--- src/rtl/hex_mult_sink_pkg.sv ---
// Shared definitions for hex_mult_sink: FSM states, PIO word field positions
// and the active-low seven-segment code table.
package hex_mult_sink_pkg;

    typedef enum logic [1:0] {
        IDLE,
        MUL,
        DONE
    } state_t;

    localparam int unsigned A_LSB    = 0;
    localparam int unsigned B_LSB    = 8;
    localparam int unsigned VIEW_BIT = 16;
    localparam int unsigned TOG_BIT  = 31;

    localparam logic [6:0] SEG_BLANK = 7'h7F;

    // Index 0 is the rightmost entry; bit0 = segment a ... bit6 = segment g.
    localparam logic [15:0][6:0] SEG_TABLE = {
        7'h0E, 7'h06, 7'h21, 7'h46, 7'h03, 7'h08, 7'h10, 7'h00,
        7'h78, 7'h02, 7'h12, 7'h19, 7'h30, 7'h24, 7'h79, 7'h40
    };

endpackage

--- src/rtl/hex_mult_sink_hex7seg_decode.sv ---
// Combinational nibble-to-segment decoder, active-low outputs, with a
// blank override that forces every segment off.
module hex7seg_decode
    import hex_mult_sink_pkg::*;
(
    input  logic [3:0] nibble,
    input  logic       blank,
    output logic [6:0] seg
);

    always_comb begin
        seg = blank ? SEG_BLANK : SEG_TABLE[nibble];
    end

endmodule

--- src/rtl/hex_mult_sink.sv ---
// HPS PIO consumer: toggle-triggered 8x8 shift-add multiplier driving six
// seven-segment digits. Optional macro HEX_LEADING_ZERO_BLANK_EN blanks leading zeros.
module hex_mult_sink
    import hex_mult_sink_pkg::*;
(
    input  logic        clk_clk,
    input  logic        reset_reset,
    input  logic [31:0] to_hex_export,
    output logic [6:0]  hex0,
    output logic [6:0]  hex1,
    output logic [6:0]  hex2,
    output logic [6:0]  hex3,
    output logic [6:0]  hex4,
    output logic [6:0]  hex5,
    output logic [15:0] product,
    output logic        busy,
    output logic        done
);

    state_t      state_q, state_d;
    logic [31:0] in_q;
    logic        tog_acc;
    logic [7:0]  a_q, b_q, mult_q;
    logic [16:0] acc_q, acc_next;
    logic [2:0]  cnt_q;
    logic        pending, accept;
    logic        view;
    logic        unused_in;

    logic [5:0][3:0] dig_nib;
    logic [5:0]      dig_blank;
    logic [5:0][6:0] dig_seg;

    assign unused_in = ^in_q[30:17];
    assign pending   = in_q[TOG_BIT] != tog_acc;
    assign view      = in_q[VIEW_BIT];
    assign acc_next  = acc_q + (mult_q[0] ? ({9'd0, a_q} << cnt_q) : 17'd0);

    always_ff @(posedge clk_clk) begin
        if (reset_reset) begin
            state_q <= IDLE;
        end else begin
            state_q <= state_d;
        end
    end

    always_comb begin
        state_d = state_q;
        accept  = 1'b0;
        busy    = 1'b0;
        done    = 1'b0;
        case (state_q)
            IDLE: begin
                if (pending) begin
                    accept  = 1'b1;
                    state_d = MUL;
                end
            end
            MUL: begin
                busy = 1'b1;
                if (cnt_q == 3'd7) begin
                    state_d = DONE;
                end
            end
            DONE: begin
                busy    = 1'b1;
                done    = 1'b1;
                state_d = IDLE;
            end
            default: state_d = IDLE;
        endcase
    end

    // Captured b stays intact for the display; mult_q is the consumed copy.
    always_ff @(posedge clk_clk) begin
        if (reset_reset) begin
            in_q    <= '0;
            tog_acc <= 1'b0;
            a_q     <= '0;
            b_q     <= '0;
            mult_q  <= '0;
            acc_q   <= '0;
            cnt_q   <= '0;
            product <= '0;
        end else begin
            in_q <= to_hex_export;
            if (accept) begin
                a_q     <= in_q[A_LSB +: 8];
                b_q     <= in_q[B_LSB +: 8];
                mult_q  <= in_q[B_LSB +: 8];
                tog_acc <= in_q[TOG_BIT];
                acc_q   <= '0;
                cnt_q   <= '0;
            end else if (state_q == MUL) begin
                acc_q  <= acc_next;
                mult_q <= mult_q >> 1;
                cnt_q  <= cnt_q + 3'd1;
                if (cnt_q == 3'd7) begin
                    product <= acc_next[15:0];
                end
            end
        end
    end

    always_comb begin
        dig_nib    = '0;
        dig_blank  = '0;
        dig_nib[5] = a_q[7:4];
        dig_nib[4] = a_q[3:0];
        if (view) begin
            dig_nib[3]     = b_q[7:4];
            dig_nib[2]     = b_q[3:0];
            dig_blank[1:0] = 2'b11;
        end else begin
            dig_nib[3:0] = product;
        end
`ifdef HEX_LEADING_ZERO_BLANK_EN
        dig_blank[5] = (a_q[7:4] == 4'h0);
        if (view) begin
            dig_blank[3] = (b_q[7:4] == 4'h0);
        end else begin
            dig_blank[3] = (product[15:12] == 4'h0);
            dig_blank[2] = (product[15:8] == 8'h00);
            dig_blank[1] = (product[15:4] == 12'h000);
        end
`endif
    end

    for (genvar i = 0; i < 6; i++) begin : g_dig
        hex7seg_decode u_dec (
            .nibble (dig_nib[i]),
            .blank  (dig_blank[i]),
            .seg    (dig_seg[i])
        );
    end

    always_ff @(posedge clk_clk) begin
        if (reset_reset) begin
            hex0 <= SEG_BLANK;
            hex1 <= SEG_BLANK;
            hex2 <= SEG_BLANK;
            hex3 <= SEG_BLANK;
            hex4 <= SEG_BLANK;
            hex5 <= SEG_BLANK;
        end else begin
            hex0 <= dig_seg[0];
            hex1 <= dig_seg[1];
            hex2 <= dig_seg[2];
            hex3 <= dig_seg[3];
            hex4 <= dig_seg[4];
            hex5 <= dig_seg[5];
        end
    end

endmodule

--- config.mk ---
export PLATFORM = sky130hd
export DESIGN_NAME = hex_mult_sink
export DESIGN_NICKNAME = d
export VERILOG_FILES = /design/src/rtl/hex_mult_sink_pkg.sv /design/src/rtl/hex_mult_sink_hex7seg_decode.sv /design/src/rtl/hex_mult_sink.sv
export SDC_FILE = /design/constraint.sdc
export NUM_CORES = 1
export LEC_CHECK = 0
export ABC_CLOCK_PERIOD_IN_PS = 5600
export CAP_MARGIN = 15
export CELL_PAD_IN_SITES_DETAIL_PLACEMENT = 0
export CELL_PAD_IN_SITES_GLOBAL_PLACEMENT = 1
export CORE_MARGIN = 2
export CORE_UTILIZATION = 45
export DETAILED_ROUTE_END_ITERATION = 6
export PLACE_DENSITY = 0.92
export SETUP_SLACK_MARGIN = 0.3
export SYNTH_ARGS = -nofsm -noshare
export SYNTH_HDL_FRONTEND = slang
export SYNTH_SLANG_ARGS = --single-unit
--- constraint.sdc ---
create_clock -name clk_clk -period 5.6 [get_ports clk_clk]
set_clock_uncertainty 0.15 [all_clocks]
set_input_delay 0.84 -clock clk_clk [delete_from_list [all_inputs] [get_ports clk_clk]]
set_output_delay 0.84 -clock clk_clk [all_outputs]
set_load 0.05 [all_outputs]
* Word level (Yosys, flattened, before mapping) *
Memories as Yosys holds them, arrays and structs flattened. A register that Yosys moved wholly into a read port is not among the register bits.
Index checks and enable logic that the tools add are counted.

cells by class
  $add $sub $neg = 2
  multiply operators = 0
  divide/modulo/power cells = 0
  $lt $le $gt $ge = 0
  equality and inequality tests = 6
  shift operators = 1
  mux-type cells = 13
  bitwise operators = 1
  reduce and logical (&&, ||, !) cells = 8

operators by type and width
  kind                                                                    count
  8-bit 2-to-1 mux                                                        4
  17-bit adder                                                            1
  17-bit 2-to-1 mux                                                       1
  8-bit by 3-bit << shifter with 17-bit output                            1
  2-bit OR reduction                                                      4
  2-bit 2-to-1 mux                                                        3
  1-bit 2-to-1 mux                                                        4
  2-bit != test (second input constant)                                   2
  2-bit one-hot mux with 2 select lines                                   1
  3-bit by 1-bit adder with 3-bit output (second input constant)          1
  3-bit equality test (second input constant)                             1
  3-bit AND reduction                                                     1
  2-bit by 1-bit equality test with 1-bit output (second input constant)  1
  2-bit equality test (second input constant)                             1
  2-bit logical NOT                                                       1
  2-bit AND reduction                                                     1
  2-bit nonzero test                                                      1
  1-bit != test                                                           1
  1-bit NOT                                                               1

word-level totals
  bits in registers = 95
  bits in latches = 0
  RAM bits = 0
  bits in read-only memories = 672
  input bits = 34
  output and inout port bits = 60
  memories kept = 6

memories
  memory            depth  width  read ports  clocked after Yosys merged registers in  write ports  RTL line                            RTL
  (name not given)  16     7      1           1                                        0            hex_mult_sink_hex7seg_decode.sv:12  seg = blank ? SEG_BLANK : SEG_TABLE[nibble];
  (name not given)  16     7      1           1                                        0            hex_mult_sink_hex7seg_decode.sv:12
  (name not given)  16     7      1           1                                        0            hex_mult_sink_hex7seg_decode.sv:12
  (name not given)  16     7      1           1                                        0            hex_mult_sink_hex7seg_decode.sv:12
  (name not given)  16     7      1           1                                        0            hex_mult_sink_hex7seg_decode.sv:12
  (name not given)  16     7      1           1                                        0            hex_mult_sink_hex7seg_decode.sv:12

* Logic depth before layout (Yosys ltp) *
Gate-level depths: netlist of the first run.

  word-level depth = 5
  mapped depth = 15

* By module *
A second synthesis of the first run with hierarchy kept.

unflattened totals
  cell total of the unflattened synthesis = 778
  area total of the unflattened synthesis = 6986.7 sq um

by module, submodules not included
  module          times used  cells each  area each (sq um)  sequential area each (sq um)
  hex_mult_sink   1           568         5192.5             2442.3
  hex7seg_decode  6           35          299.0              0.0

* Worst setup path after synthesis of the first run *
No wires, ideal clock.

  path type = register to register
  start point = register cnt_q[1]
  end point = register product[14]
  library setup time = 62 ps
  arrival time = 3032 ps
  data required time = 5388 ps
  path slack = 2355 ps
  cell stages (with the launch flop) = 15
  path buffers = 2
  period minus slack after synthesis = 3245 ps
  cells stage by stage = dfxtp_1 clkbuf_1 clkbuf_1 mux2i_1 nand2_1 nand3b_1 o21ai_0 and2_1 ha_1 a21oi_2 o21a_1 o31a_1 o31a_1 or4_1 nand3_1

on the way
  longest elaborated chain between the ends = 3

ends and longest elaborated chain
  item                                          RTL line             RTL
  start, declared                               hex_mult_sink.sv:25  logic [2:0] cnt_q;
  start signal, assigned                        hex_mult_sink.sv:97  cnt_q <= cnt_q + 3'd1;
  8-bit by 3-bit << shifter with 17-bit output  hex_mult_sink.sv:37  assign acc_next = acc_q + (mult_q[0] ? ({9'd0, a_q} << cnt_q) : 17'd0);
  17-bit 2-to-1 mux                             hex_mult_sink.sv:37
  17-bit adder                                  hex_mult_sink.sv:37
  end signal, assigned                          hex_mult_sink.sv:99  product <= acc_next[15:0];
  end, declared                                 hex_mult_sink.sv:15  output logic [15:0] product,

Parallel ways exist; a longest one is shown, timed or not.
A chain may end at the register's enable or synchronous reset.

* Worst setup path after layout of the first run *
Ends and elaborated chain as after synthesis.

==> metrics list, run 1 <==
- Status: finished clean
- Number of remaining DRC errors: 0
* Number of core rows: 44
- The count of final max-slew check failures was 0.
- Count of H-tree levels built during CTS: 4
- Wire length of the first global-routing pass: 24.5 mm
- Power share of the sequential group: 0.394
- In this run the post-CTS setup repair buffer count came out at 0.
- After detailed placement, the design holds a cell count of 982.
- The share of total power dissipated in the clock network is 0.488.
- After detailed routing, the number of vias per cell comes to 5.35.
* Slack of the worst reg-to-reg path: 2060 ps
* Worst Path Arrival: 3740 ps
- For this run, the top clock speed supported by timing is 283 MHz.
- Router iterations before antenna repair: 4
* Syn-to-layout area delta: 22.5%
- Number of buffers created by CTS: 17
- Reg2reg end: product[14]$_SDFFE_PP0P_
* Critical path capture point type: flop
* Worst-path cell chain: mux2_2, o21ai_0, o21ai_0, and2_1, ha_1, a21oi_2, o21a_1, o31a_1, o31a_1, or4_1, nand3_1
* Floorplan die width: 125 um
- Max Cap Violations: 0
- Average wire per cell in the routed design: 14.5 um
- Count of nets left with antenna violations after detail routing: 0
- In this run, the number of DRC markers left after iteration 0 of detailed routing was 300.
- Fraction of registers with async set/reset: 0
* Comb pwr share: 0.118
- The initial antenna violation count came to 0.
* Worst hold path type: flop to flop
* Final RePlAce weighted congestion: 0.861
* Total vias in the final route: 5,420
* Buffer and inverter count on the worst path: 0
- Post-detailed-routing wire length: 14.7 mm
- Entering global routing, the biggest net connects 77 pins.
- In this run, synthesis inferred 0 flip-flops with an integrated enable.
- For this run, the total global-route usage over all layers was measured as 0.192.
- Number of sinks handled by clock tree synthesis: 122
* Initial standard-cell utilization of the core: 0.457
* Required time at the worst-slack endpoint: 5800 ps
- Worst ir drop on vdd: 0.206 mV
- The Yosys step of the flow raised 0 warnings.
- A synthesized cell averages 8.59 um2.
- Seq/Total Area, Yosys: 0.372
- Number of standard cells in the layout, taps in and fillers out: 1,013
* CP max stage delay: 700 ps
* P_leak: 3.15 nW
* Mapped Nets: 855
- At the pin with the least slew margin, the transition time is 968 ps.
* Die Y: 125 um
- Final HPWL from detailed placement: 9.91 mm
- Min-Delay Startpoint: in_q[6]$_SDFF_PP0_
* Clock tree root driver cell: clkbuf_16
* Max-slew headroom at the worst pin: 0.352
* Cell area after technology mapping: 6560 um2
- The worst hold path passes through 2 cells.
- Max FO, Critical Path: 17
* Reg-to-Reg Start: cnt_q[1]$_SDFFE_PP0P_
* Post-synth top flop: dfxtp_1
- Core area: 14,400 um2
- The cell count after synthesis came out at 764.
- Of the cells placed in the final design, the portion with a size suffix greater than 1 is 0.0820.
- TritonCTS clock tree: done
- Cell with the largest stage delay on the worst path: dfxtp_1
- I/O pin count: 94
- Adding up every negative setup slack in the final design gives 0 ps.
* Net switching power: 578 uW
- Layout Nets: 908
* Min Tclk post-route: 3540 ps
- Number of global-route vias before repair: 5,112
- Total power per unit cell area: 295 nW/um2
- Type of element launching the critical path: flop
- Internal power consumption: 1.79 mW
* Buffers added on ports: 79
- Of the total power, the share spent switching nets is 0.243.
- Diode count: 0
- Clock transition at the registers of the reported paths: 50 ps
* Depth of the worst register-to-register path: 11
- Part of the cycle the worst path needs: 0.632
- Overall die area: 15,600 um2
* Register bit count reported by yosys: 122
- Setup Viol. Count Final: 0
- Once the clock tree was built, the resizer swapped 0 gates to a different size.
- Fin. Hold Viols: 0
- Global route overflow: 0
- Grouping stages by cell kind, the critical path spends the most delay in compound AO/OA/AOI/OAI gates.
- The later pin in the worst-skew pair is clocked with a latency of 420 ps.
* Setup repair after global routing missed its margin: no
* Distinct cells, synth: 56
* Number of hold buffers added after cts: 0
- Worst setup path category: flop to flop
- For hold timing, the worst endpoint is a_q[6]$_SDFFE_PP0P_.
- The clock passes through at most 2 buffers.
## cell type report
type,count,area (um2)
Sequential cell,122,2440
Fill cell,1287,6330
Inverter,26,97.6
Tap cell,184,230
Timing Repair Buffer,84,823
Clock buffer,23,488
Clock inverter,8,140
Multi-Input combinational cell,566,3820
## power by group through the flow
stage                     combinational (mW)  sequential (mW)  clock (mW)
after floorplan                        0.134             1.01           0
after global placement                 0.278            0.951           0
after detailed placement               0.279            0.952           0
after CTS                              0.282            0.934        1.17
after global routing                   0.302            0.939        1.21
final                                  0.280            0.934        1.16
## cells by family (layout without fill, tap and decap cells)
family                     count (synthesis)  count (layout)  share of synthesized area
xor gates and xnor gates                  11              11                     0.0147
muxes                                     58              58                     0.0944
AOI/OAI and AO/OA                        176             176                      0.173
adders and majority gates                 57              57                      0.110
buffers and inverters                     76             141                     0.0459
and+or+nand+nor                          264             264                      0.190
DFF                                      122             122                      0.372
## stage by stage
step                       util  total power, mW  hold slack [ps]  cell area [um2]  setup WS, ps
after global routing      0.560             2.45              299             8040          1780
final                     0.560             2.37              285             8040          2060
after detailed placement  0.516             1.23              277             7410          2070
after global placement    0.516             1.23              273             7410          2110
after CTS                 0.560             2.39              283             8040          2060
after floorplan               -             1.15              267             6560          2360
## worst min-delay path, delay by kind of cell (launching register included)
family | cells | cell delay, ps
DFF | 1 | 290
AOI/OAI and AO/OA | 1 | 50
and+or+nand+nor | 1 | 50
## cells in the mapped netlist (7+ instances only)
library cell    n  share of area
nand3b_1        7         0.0080
ha_1           56           0.11
nand3_1        24          0.018
mux2i_1        36          0.055
nor2_1         48          0.027
clkbuf_1       30          0.017
nand4_1         7         0.0067
buf_2          10         0.0076
nand2_1       114          0.065
o21ai_0        35          0.027
dfxtp_1       122           0.37
inv_1          25          0.014
mux2_2         21          0.036
nor2b_1        28          0.027
a21oi_1        64          0.049
a31oi_1         9         0.0086
o211ai_1       14          0.016
o311ai_0        8          0.011
buf_1           9         0.0051
## state kept, by name, indices dropped and copies added (netlist names), 8 cells and up
signal and flops:
b_q 8, in_q 18, product 16, acc_q 16, a_q 8, mult_q 8
## routing by layer
layer / global-route usage / share of wire / vias up / wire length, um
li1: - / - / 2779 / -
met3: 0.0481 / 0.045 / 16 / 661
met2: 0.315 / 0.47 / 106 / 6950
met1: 0.247 / 0.47 / 2519 / 6900
met4: 0.0621 / 0.014 / 0 / 199
met5: 0 / 0 / - / 0
## cells in the final DEF (no fill, tap or decap), drive strengths merged, types with 7 or more instances in the layout
master	count
a21oi	66
nand3b	7
mux2	21
nor2b	29
o311ai	8
ha	56
nand4	7
dfxtp	122
nor2	48
a31oi	9
o211ai	14
mux2i	36
clkbuf	23
nand3	24
inv	25
nand2	114
o21ai	35
clkdlybuf4s50	78
## how the worst max path moves through the flow
stage | slack [ps] | endpoint | cells past startpoint | from
2_1_floorplan | 2360 | product[14]$_SDFFE_PP0P_ | 14 | cnt_q[1]$_SDFFE_PP0P_
3_3_place_gp | 2110 | product[14]$_SDFFE_PP0P_ | 11 | cnt_q[1]$_SDFFE_PP0P_
3_5_place_dp | 2070 | product[14]$_SDFFE_PP0P_ | 11 | cnt_q[1]$_SDFFE_PP0P_
4_1_cts | 2060 | product[14]$_SDFFE_PP0P_ | 11 | cnt_q[1]$_SDFFE_PP0P_
5_1_grt | 1780 | product[15]$_SDFFE_PP0P_ | 11 | cnt_q[0]$_SDFFE_PP0P_
6_report | 2060 | product[14]$_SDFFE_PP0P_ | 11 | cnt_q[1]$_SDFFE_PP0P_
Power figures use the tool's default switching activity.
==> inputs of run 2 (changes only) <==
--- a/config.mk
+++ b/config.mk
@@ -5,14 +5,14 @@
 export SDC_FILE = /design/constraint.sdc
 export NUM_CORES = 1
 export LEC_CHECK = 0
-export ABC_CLOCK_PERIOD_IN_PS = 5600
+export ABC_CLOCK_PERIOD_IN_PS = 3000
 export CAP_MARGIN = 15
 export CELL_PAD_IN_SITES_DETAIL_PLACEMENT = 0
 export CELL_PAD_IN_SITES_GLOBAL_PLACEMENT = 1
 export CORE_MARGIN = 2
-export CORE_UTILIZATION = 45
+export CORE_UTILIZATION = 37
 export DETAILED_ROUTE_END_ITERATION = 6
-export PLACE_DENSITY = 0.92
+export PLACE_DENSITY = 0.82
 export SETUP_SLACK_MARGIN = 0.3
 export SYNTH_ARGS = -nofsm -noshare
 export SYNTH_HDL_FRONTEND = slang
==> constraint.sdc (replaced) <==
create_clock -name clk_clk -period 3 [get_ports clk_clk]
set_clock_uncertainty 0.15 [all_clocks]
set_input_delay 0.45 -clock clk_clk [delete_from_list [all_inputs] [get_ports clk_clk]]
set_output_delay 0.45 -clock clk_clk [all_outputs]
set_load 0.05 [all_outputs]
==> run 2 against run 1 <==
Compared with the run above: critical path depth unchanged; final cell count up 9.5%; highest routed layer unchanged; combinational power up 110%; largest power group unchanged; worst hold slack better by 3.8 ps; power up 87%.
==> metrics list, run 2 (synthesis gave the netlist of run 1 again) <==
* Max reg flops: 18 (unchanged)
- Clock latency on the worst-skew pair: 420 ps (about the same)
- Type of element launching the critical path: flop (unchanged)
* Setup repair after global routing missed its margin: yes (was no)
* Average wire per cell in the routed design: 14.2 um (was 14.5 um)
- The final-report setup violation count is 0 (unchanged).
* Total power per unit cell area: 509 nW/um2 (was 295 nW/um2)
* Worst hold path type: flop to flop (unchanged)
* Top flop regs: in_q x18, acc_q x16, product x16 (unchanged)
- The worst setup path category is flop to flop (unchanged).
- The number of CTS-inserted buffers is 17 (unchanged).
- Total vias in the final route: 5,688 (was 5,420)
* Global route overflow: 0 (unchanged)
- Count of H-tree levels built during CTS: 4 (unchanged)
- The wire length on met1 is 7.46 mm (was 6.90 mm).
- The detailed route wirelength on metal3 came to 638 um (was 661 um).
- Register with the highest flop count: in_q (unchanged)
- Final HPWL from detailed placement: 11.2 mm (was 9.91 mm)
- First DRT Iteration DRCs: 280 (was 300)
- The finished layout cell area was 8740 um2 (was 8040 um2).
- The reported max-cap violation count is 0 (unchanged).
- The standard cell core area came to 17,300 um2 (was 14,400 um2).
* Part of the cycle the worst path needs: 0.952 (was 0.632)
- The post-route setup TNS came to 0 ps (unchanged).
- The transition time at the pin with the least slew margin was 722 ps (was 968 ps).
* Worst-path cell chain: buf_4, nor4_2, ha_2, inv_1, fa_2, nor2b_4, o31a_4, o31ai_4, o31a_1, or4_1, nand3_1 (was mux2_2, o21ai_0, o21ai_0, and2_1, ha_1, a21oi_2, o21a_1, o31a_1, o31a_1, or4_1, nand3_1)
- Floorplan die width: 137 um (was 125 um)
* Number of remaining DRC errors: 0 (unchanged)
- Wire length of the first global-routing pass: 25.4 mm (was 24.5 mm)
- The data arrival time at the worst-slack endpoint is 3070 ps (was 3740 ps).
- The leakage power was 3.44 nW (was 3.15 nW).
- Syn-to-layout area delta: 33.1% (was 22.5%)
* Global-route total usage across every layer: 0.172 (was 0.192)
- Cell with the largest stage delay on the worst path: or4_1 (was dfxtp_1)
- The number of global-route vias before repair is 5,197 (was 5,112).
- The headroom to the max-slew limit is 0.518 (was 0.352).
* Fin worst setup slack: 145 ps (was 2060 ps)
* Clock tree root driver cell: clkbuf_16 (unchanged)
- The most frequent standard cell in the layout excluding fill and tap cells is dfxtp_1 (unchanged).
* Count of nets left with antenna violations after detail routing: 0 (unchanged)
- Required time at the worst-slack endpoint: 3210 ps (was 5800 ps)
- Clock transition at the registers of the reported paths: 60 ps (was 50 ps)
- The uppermost layer routed is met4 (unchanged).
- The floorplan row count came to 48 (was 44).
- Number of sinks handled by clock tree synthesis: 122 (unchanged)
- Pin count of the biggest net entering global routing: 44 (was 77)
* Layout Nets: 962 (was 908)
- Diode count: 0 (unchanged)
* Final RePlAce weighted congestion: 0.832 (was 0.861)
- Critical path capture point type: flop (unchanged)
- The layout cell share with drive strength beyond 1 was 0.189 (was 0.0820).
- Router iterations before antenna repair: 4 (unchanged)
* Min Tclk post-route: 2850 ps (was 3540 ps)
* Buffers added on ports: 79 (unchanged)
* Max FO, Critical Path: 8 (was 17)
- The worst stage delay on the critical path is 470 ps (was 700 ps).
* Status: finished clean (unchanged)
- Overall die area: 18,800 um2 (was 15,600 um2)
- Routed via count divided by cell count: 5.13 (was 5.35)
* Worst ir drop on vdd: 0.439 mV (was 0.206 mV)
- Number of hold buffers added after cts: 0 (unchanged)
* Post-detailed-routing wire length: 15.7 mm (was 14.7 mm)
- Most frequent cells in the layout: dfxtp_1 (119), nand2_1 (112), clkdlybuf4s50_1 (77) (was dfxtp_1 (122), nand2_1 (114), clkdlybuf4s50_1 (78))
- Worst-case setup slack after placement: 55.8 ps (was 2070 ps)
- The count of final max-slew check failures came to 0 (unchanged).
- Standard cell area after detailed placement: 7810 um2 (was 7410 um2)
- Initial standard-cell utilization of the core: 0.379 (was 0.457)
- The vertical extent of the die was 137 um (was 125 um).
- Fin. Hold Viols: 0 (unchanged)
- The detailed-routed wire length on met2 came to 7.46 mm (was 6.95 mm).
- TritonCTS clock tree: done (unchanged)
- I/O pin count: 94 (unchanged)
- The initial antenna violation count is 0 (unchanged).
- The number of buffers on the longest clock path is 2 (unchanged).
- The upper clock frequency limit came to 350 MHz (was 283 MHz).
- PnR Total Power: 4.45 mW (was 2.37 mW)
==> run 2: cell types whose count changed in the layout (fill, tap and decap cells not counted), moves of 4 or more <==
cell	change
a21oi_1	-7
a21oi_2	+6
buf_4	+51
ha_1	-8
ha_2	+4
ha_4	+4
o21ai_0	-10
o21ai_1	+5
o21ai_2	+5
==> run 2: critical path: cells and delay by family (launching register included) <==
kind / cells / cell delay, ps
DFF: 1 / 380
and+or+nand+nor: 4 / 940
adders and majority gates: 2 / 610
AOI/OAI and AO/OA: 3 / 480
buffers and inverters: 2 / 220
==> run 2: worst paths after layout <==
check	startpoint	endpoint	slack, ps	depth (start not counted)
hold / removal	in_q[7]$_SDFF_PP0_	a_q[7]$_SDFFE_PP0P_	290	2
setup reg to reg	cnt_q[1]$_SDFFE_PP0P_	product[14]$_SDFFE_PP0P_	150	11
hold reg to reg	in_q[7]$_SDFF_PP0_	a_q[7]$_SDFFE_PP0P_	290	2
setup / recovery	cnt_q[1]$_SDFFE_PP0P_	product[14]$_SDFFE_PP0P_	150	11
==> run 2: metrics by stage <==
| stage | hold slack (ps) | utilization | instances |
|---|---|---|---|
| after floorplan | 267 | - | 764 |
| after global placement | 272 | 0.452 | 1061 |
| after detailed placement | 277 | 0.452 | 1061 |
| after CTS | 284 | 0.496 | 1102 |
| after global routing | 315 | 0.505 | 1109 |
| final | 289 | 0.505 | 1109 |
==> run 2: where the power goes <==
group / switching, mW / leakage [nW] / internal [mW] / total [mW]
Clock: 0.759 / 0.300 / 1.38 / 2.14
Combinational: 0.361 / 2.14 / 0.221 / 0.581
Sequential: 0.0342 / 1.01 / 1.69 / 1.73
Total: 1.15 / 3.44 / 3.29 / 4.45
==> run 2: area by class of cell <==
| cell class | instances | area [um2] |
|---|---|---|
| fillers | 1658 | 8560 |
| multi-input cells | 566 | 4040 |
| flip-flops and latches | 122 | 2450 |
| repair buffers | 138 | 1240 |
| clock buffers | 20 | 467 |
| well taps | 225 | 282 |
| clock inverters | 12 | 161 |
| inverters | 26 | 97.6 |
==> run 2: repair_timing <==
| action | CTS | global route |
|---|---|---|
| endpoints found under the setup margin | 17 | 21 |
| resized for setup | 22 | 29 |
| pin swaps | 10 | 14 |
| setup buffers | 9 | 7 |
==> run 2: layer usage <==
layer / vias up / global-route usage
met1: 2671 / 0.225
met5: - / 0
li1: 2892 / -
met3: 13 / 0.0408
met4: 0 / 0.0521
met2: 112 / 0.279
==> inputs of run 3 (changes only) <==
--- a/config.mk
+++ b/config.mk
@@ -11,6 +11,7 @@
 export CELL_PAD_IN_SITES_GLOBAL_PLACEMENT = 1
 export CORE_MARGIN = 2
 export CORE_UTILIZATION = 37
+export CTS_CLUSTER_DIAMETER = 50
 export DETAILED_ROUTE_END_ITERATION = 6
 export PLACE_DENSITY = 0.82
 export SETUP_SLACK_MARGIN = 0.3
==> results of run 3 <==
The final DEF is identical to that of run 2; final timing and power are the same.
